--- src/rtl/sync_ram_arbiter.sv ---
// Round-robin arbiter sharing one single-port synchronous RAM between requesters A and B.
// Every output is registered. A read returns on a per-requester data port two cycles after its grant.

module sync_ram_arbiter_chk (
  input logic clk,
  input logic rst,
  input logic gnt_a,
  input logic gnt_b,
  input logic rvalid_a,
  input logic rvalid_b,
  input logic ram_we,
  input logic busy
);

  a_gnt_onehot:   assert property (@(posedge clk) disable iff (rst) !(gnt_a && gnt_b));
  a_rvalid_excl:  assert property (@(posedge clk) disable iff (rst) !(rvalid_a && rvalid_b));
  a_we_with_gnt:  assert property (@(posedge clk) disable iff (rst) ram_we |-> (gnt_a || gnt_b));
  a_gnt_busy:     assert property (@(posedge clk) disable iff (rst) (gnt_a || gnt_b) |-> busy);
  a_rvalid_pulse: assert property (@(posedge clk) disable iff (rst) rvalid_a |=> !rvalid_a);

endmodule

module sync_ram_arbiter #(
  parameter int ADDR_W = 2,
  parameter int DATA_W = 8
) (
  input  logic              clk,
  input  logic              rst,
  input  logic              req_a,
  input  logic              we_a,
  input  logic [ADDR_W-1:0] addr_a,
  input  logic [DATA_W-1:0] din_a,
  output logic              gnt_a,
  output logic              rvalid_a,
  output logic [DATA_W-1:0] rdata_a,
  input  logic              req_b,
  input  logic              we_b,
  input  logic [ADDR_W-1:0] addr_b,
  input  logic [DATA_W-1:0] din_b,
  output logic              gnt_b,
  output logic              rvalid_b,
  output logic [DATA_W-1:0] rdata_b,
  output logic              ram_we,
  output logic [ADDR_W-1:0] ram_addr,
  output logic [DATA_W-1:0] ram_din,
  input  logic [DATA_W-1:0] ram_dout,
  output logic              busy
);

  typedef enum logic [1:0] {
    IDLE   = 2'd0,
    ACCESS = 2'd1,
    RESP   = 2'd2
  } state_t;

  localparam logic SEL_A = 1'b0;
  localparam logic SEL_B = 1'b1;

  state_t              state_r;
  state_t              state_s;
  logic                last_gnt_r;
  logic                last_gnt_s;
  logic                owner_r;
  logic                owner_s;
  logic                win_b_s;
  logic                ram_we_s;
  logic [ADDR_W-1:0]   ram_addr_s;
  logic [DATA_W-1:0]   ram_din_s;
  logic                gnt_a_s;
  logic                gnt_b_s;
  logic                rvalid_a_s;
  logic                rvalid_b_s;
  logic [DATA_W-1:0]   rdata_a_s;
  logic [DATA_W-1:0]   rdata_b_s;
  logic                busy_s;

  // On a tie the requester that did not win last time goes first.
  function automatic logic pick_b(input logic ra, input logic rb, input logic last);
    if (ra && rb) begin
      return (last == SEL_A);
    end else begin
      return rb;
    end
  endfunction

  // Next-state and next-output computation for the IDLE/ACCESS/RESP sequence.
  always_comb begin
    state_s    = state_r;
    last_gnt_s = last_gnt_r;
    owner_s    = owner_r;
    ram_we_s   = 1'b0;
    ram_addr_s = ram_addr;
    ram_din_s  = ram_din;
    gnt_a_s    = 1'b0;
    gnt_b_s    = 1'b0;
    rvalid_a_s = 1'b0;
    rvalid_b_s = 1'b0;
    rdata_a_s  = rdata_a;
    rdata_b_s  = rdata_b;
    win_b_s    = pick_b(req_a, req_b, last_gnt_r);

    case (state_r)
      IDLE: begin
        if (req_a || req_b) begin
          state_s    = ACCESS;
          last_gnt_s = win_b_s;
          owner_s    = win_b_s;
          if (win_b_s) begin
            ram_we_s   = we_b;
            ram_addr_s = addr_b;
            ram_din_s  = din_b;
            gnt_b_s    = 1'b1;
          end else begin
            ram_we_s   = we_a;
            ram_addr_s = addr_a;
            ram_din_s  = din_a;
            gnt_a_s    = 1'b1;
          end
        end else begin
          state_s = IDLE;
        end
      end
      ACCESS: begin
        // ram_we still holds the command type of the access in flight.
        if (ram_we) begin
          state_s = IDLE;
        end else begin
          state_s = RESP;
        end
      end
      RESP: begin
        state_s = IDLE;
        if (owner_r == SEL_B) begin
          rdata_b_s  = ram_dout;
          rvalid_b_s = 1'b1;
        end else begin
          rdata_a_s  = ram_dout;
          rvalid_a_s = 1'b1;
        end
      end
      default: begin
        state_s = IDLE;
      end
    endcase

    busy_s = (state_s != IDLE);
  end

  // State and output registers; reset clears everything and favours A on the first tie.
  always_ff @(posedge clk or posedge rst) begin
    if (rst) begin
      state_r    <= IDLE;
      last_gnt_r <= SEL_B;
      owner_r    <= SEL_A;
      ram_we     <= 1'b0;
      ram_addr   <= {ADDR_W{1'b0}};
      ram_din    <= {DATA_W{1'b0}};
      gnt_a      <= 1'b0;
      gnt_b      <= 1'b0;
      rvalid_a   <= 1'b0;
      rvalid_b   <= 1'b0;
      rdata_a    <= {DATA_W{1'b0}};
      rdata_b    <= {DATA_W{1'b0}};
      busy       <= 1'b0;
    end else begin
      state_r    <= state_s;
      last_gnt_r <= last_gnt_s;
      owner_r    <= owner_s;
      ram_we     <= ram_we_s;
      ram_addr   <= ram_addr_s;
      ram_din    <= ram_din_s;
      gnt_a      <= gnt_a_s;
      gnt_b      <= gnt_b_s;
      rvalid_a   <= rvalid_a_s;
      rvalid_b   <= rvalid_b_s;
      rdata_a    <= rdata_a_s;
      rdata_b    <= rdata_b_s;
      busy       <= busy_s;
    end
  end

  sync_ram_arbiter_chk u_chk (
    .clk      (clk),
    .rst      (rst),
    .gnt_a    (gnt_a),
    .gnt_b    (gnt_b),
    .rvalid_a (rvalid_a),
    .rvalid_b (rvalid_b),
    .ram_we   (ram_we),
    .busy     (busy)
  );

endmodule

--- config.mk ---
export PLATFORM = sky130hd
export DESIGN_NAME = sync_ram_arbiter
export DESIGN_NICKNAME = d
export VERILOG_FILES = /design/src/rtl/sync_ram_arbiter.sv
export SDC_FILE = /design/constraint.sdc
export NUM_CORES = 1
export LEC_CHECK = 0
export CORE_AREA = 10 10 71 73
export DETAILED_ROUTE_END_ITERATION = 16
export DIE_AREA = 0 0 81 83
export PLACE_DENSITY = 0.8
export SLEW_MARGIN = 40
export SYNTH_ARGS = -nofsm -noshare
export SYNTH_HDL_FRONTEND = slang
export SYNTH_SLANG_ARGS = --single-unit
--- constraint.sdc ---
create_clock -name clk -period 1.7 [get_ports clk]
set_clock_uncertainty 0.05 [all_clocks]
set_input_delay 0.34 -clock clk [delete_from_list [all_inputs] [get_ports clk]]
set_output_delay 0.34 -clock clk [all_outputs]
set_load 0.01 [all_outputs]
## Yosys cells after proc, flatten, opt, wreduce, memory -nomap -nowiden

Index checks and enable logic that the tools add are counted.

| word-level totals | value |
|---|---|
| bits in registers | 36 |
| bits of input ports | 34 |
| output and inout port bits | 32 |

| operators by class | value |
|---|---|
| equality and inequality tests | 2 |
| mux-type cells | 19 |
| bitwise gates (word level) | 2 |
| reductions and logical operators | 7 |

Operators by type and width:

| cell | number |
|---|---|
| $mux W1 | 15 |
| $mux W8 | 1 |
| $reduce_and A2 Y1 | 3 |
| $mux W2 | 2 |
| $pmux W2 S2 | 1 |
| $eq A2 B1 Y1 const B | 1 |
| $eq A2 B2 Y1 const B | 1 |
| $logic_not A2 Y1 | 1 |
| $not A1 Y1 | 2 |
| $reduce_bool A2 Y1 | 1 |
| $logic_and A1 B1 Y1 | 1 |
| $logic_or A1 B1 Y1 | 1 |

## Longest topological paths before layout

| logic depth | value |
|---|---|
| depth after elaboration | 5 |
| depth in mapped cells | 5 |
| mapped depth without buffers | 4 |

## Worst setup path after synthesis

No wires, ideal clock.

| path | value |
|---|---|
| path type | flip-flop to flip-flop |
| start | register owner_r |
| end | register rdata_a[0] |
| library setup time | 125 ps |
| arrival time | 1046 ps |
| required time | 1525 ps |
| path slack | 480 ps |
| cell stages (with the launch flop) | 4 |
| clock period less this slack | 1220 ps |
| path through | dfrtp_1 -> nor3b_2 -> buf_4 -> mux2_2 |

| between the ends | value |
|---|---|
| word-level cells in the longest chain between the ends | 2 |

Ends and longest elaborated chain:

| element | RTL line | RTL |
|---|---|---|
| start: declaration | 63 | `logic owner_r;` |
| start signal: assignment | 168 | `owner_r <= owner_s;` |
| $not A1 Y1 (no source line) | -- |  |
| $reduce_and A2 Y1 (no source line) | -- |  |
| end signal: assignment | 162 | `rdata_a <= {DATA_W{1'b0}};` |
| end signal: assignment | 176 | `rdata_a <= rdata_a_s;` |
| end: declaration | 35 | `output logic [DATA_W-1:0] rdata_a,` |

Every way passes these cells.
A chain may end at the register's enable or synchronous reset.

## Worst setup path after layout

| path | value |
|---|---|
| start | register ram_din[0] |
| end | output port ram_din[0] |

RTL lines:

| element | RTL line | RTL |
|---|---|---|
| start: declaration | 45 | `output logic [DATA_W-1:0] ram_din,` |
| start signal: assignment | 157 | `ram_din <= {DATA_W{1'b0}};` |
| start signal: assignment | 171 | `ram_din <= ram_din_s;` |

No word-level cell between the ends.

==> run metrics <==
status completed; endpoints failing setup 0; placed instance count between 200 and 250; CP cell instances clkdlybuf4s50_1; Logic pwr share around 46%; Post-Syn Nets 152; Crit-path slowest cell clkdlybuf4s50_1; crit path time final about 1.6 ns; Critical Path End ram_din[0]; cell count after synthesis 118; Clock H-tree levels 2; dpl hpwl approximately 3200 um; Net Sw Frac between 30% and 40%; Post-Syn Area ~1400 um^2; Sequential Power Share 38.0%; Final WS setup 0.1177 ns; FF/Latch Area 902.1 um^2; Rel. slew slack 81.83%; post-synthesis register bit count 36; Setup crit start kind register; worst path buffer plus inverter count 1; Die Width 81 um; syn avg cell area between 10 and 15 um^2; R2R cell count 3; largest net degree at the start of global routing 37; # rows 22; mux cell area share after synthesis 12.53%; largest family of logic cells by synthesized area multiplexers; initial antenna violation count 0; CTS sink cnt 36; post_cts resized 0; simple-gate share of the synthesized area 10.10%; DRT Wirelength roughly 4000 um; DRC viols 0; DR WL/cell 16.76 um; Multi-input gate area 483.0 um^2; Worst path depth 1; # IOs 66; Place WS 0.02275 ns; Post-synth ARST share 100.0%; clk slew on worst S/H paths ~0.07 ns; DR iter-0 viols 47; leakage 0.9864 nW; Psw 1.253 mW; vias in the first global route 1304; GRT overflow 0; Peak VDD IR 0.7568 mV; max_cap viols 0; via count 1163; Hold Crit Class input port to asynchronous set/reset pin; worst-path fanout max 2; Critical R2R Capture rdata_a[1]; RSZ-0062 raised after global routing no; DR pass1 iterations 4; final cell count without fillers 240; CORE AREA 3633 um^2; Pins Over Slew Limit 0; Worst EP required 1.31 ns; Post-Synth XOR/XNOR Area 0%; Final nets 226; Synth cell types 21; clk buf depth 2; Total Power 3.986 mW; P per Cell Area around 1700 nW/um^2; Starting Density 39.57%; Worst R2R Setup Slack 0.38 ns; synth warn 0; crit path capture type output port; Top FF cell, synth dfrtp_1; Port Buf Inserts 65; Fin. Hold Viols 0; final worst path period share between 90% and 100%; Crit path largest cell delay 0.57 ns; total negative slack 0 ns; share of layout cells above drive strength 1 about a fifth; global-route wire length before repair 6368 um; max frequency 0.6320 GHz; compound-gate portion of the synthesized area between 10% and 20%; full die area 6723 um^2; all-layer global routing usage a little under an eighth; Setup crit start ram_din[0]; Fill cells around 300; Num CTS Buffers 5; critical path type register to output port; Critical R2R Launch owner_r; post-synthesis adder-cell area fraction 0%; CP top delay family buffers and inverters; fin area about 2300 um^2; number of synthesized flops with an enable pin 0; Worst-Skew Late Latency 0.28 ns; antenna viol nets, final 0; TritonCTS clock tree done; clk root buf clkbuf_8; antenna cells 0; Hold Buf Count CTS 0; Slew @ Worst Pin 0.2711 ns; Post-DP Area 2192 um^2; vias per inst 4.846; sequential fraction of the synthesis area around 63%; Int Power 2.733 mW; Placer Congestion 0.7104; Die Y slightly above 80 um; area growth from synthesis to layout 59.18%; Worst Path Arrival about 1.2 ns; Clock power frac 15.7%; # Post-CTS Setup Buffers 0
## kinds of logic (layout without fill, tap and decap cells)
group,after synthesis,in the layout
AOI/OAI and AO/OA,26,26
buffers and inverters,9,83
DFF,36,36
muxes,16,16
and+or+nand+nor,31,31
## routing by layer
metal | global-route usage [%] | share of wire (%)
met2 | 20.17 | 50
met5 | 0 | 0
met4 | 3.756 | 0.35
met1 | 12.31 | 39
met3 | 6.034 | 10
## power groups by stage
stage | Combinational, mW | Sequential [mW] | Clock (mW)
final | 1.84 | 1.52 | 0.626
after detailed placement | 1.88 | 1.53 | 0
after CTS | 1.88 | 1.52 | 0.648
after global placement | 1.82 | 1.51 | 0
after global routing | 2.00 | 1.57 | 0.686
after floorplan | 0.656 | 1.68 | 0
## tightest hold or removal path: cells and delay by family
| family | cells | cell delay (ns) |
|---|---|---|
| buffers and inverters | 3 | 0.72 |
## flip-flops by register name, summed over array words and instances, names as in the netlist
| register | flops |
|---|---|
| gnt_a | 1 |
| rdata_b | 8 |
| rvalid_b | 1 |
| owner_r | 1 |
| rdata_a | 8 |
| ram_din | 8 |
| busy | 1 |
| gnt_b | 1 |
| last_gnt_r | 1 |
| ram_addr | 2 |
| state_r | 2 |
| rvalid_a | 1 |
| ram_we | 1 |
## metrics by stage
stage                     util [%]  hold slack [ns]
final                        62.98           0.3742
after global routing         62.98           0.4026
after CTS                    62.98           0.3774
after detailed placement     60.33           0.3975
after global placement       60.33           0.3857
after floorplan                  -           0.3600
## how the worst min path moves through the flow
stage	slack (ns)	to	depth (start not counted)
5_1_grt	0.40	rdata_b[5]	3
3_3_place_gp	0.39	state_r[1]	1
3_5_place_dp	0.40	state_r[1]	1
2_1_floorplan	0.36	last_gnt_r	1
4_1_cts	0.38	rvalid_a	3
6_report	0.37	rdata_a[4]	3
## layout make-up
class	count	share of cell area, %
clock buffers	7	4.210
inverters	3	0.4921
multi-input cells	73	21.10
flip-flops and latches	36	39.42
well taps	48	2.624
repair buffers	73	32.15
## cell usage after synthesis (2+ instances only)
master	n	share of area, %
a21oi_1	12	4.2
a31oi_1	11	4.8
buf_2	3	1.0
buf_4	2	1.0
dfrtp_1	35	61
inv_1	3	0.78
mux2_2	16	13
nand2_1	22	5.7
nor2_1	2	0.52
## cells in the final DEF (no fill, tap or decap)
master           instances
buf_4                    6
dfstp_2                  1
a21bo_2                  1
nand2_2                  1
inv_1                    3
dfrtp_1                 35
nor3b_2                  1
a21boi_2                 1
nor3_1                   1
buf_12                   2
nand3b_2                 1
a21oi_1                 12
nor2_1                   2
nor3b_1                  1
clkdlybuf4s50_1         65
a31oi_1                 11
or2_2                    1
a21o_1                   1
mux2_2                  16
clkbuf_8                 7
nand2_1                 22
or2_1                    1
(Power assumes the default switching activity.)
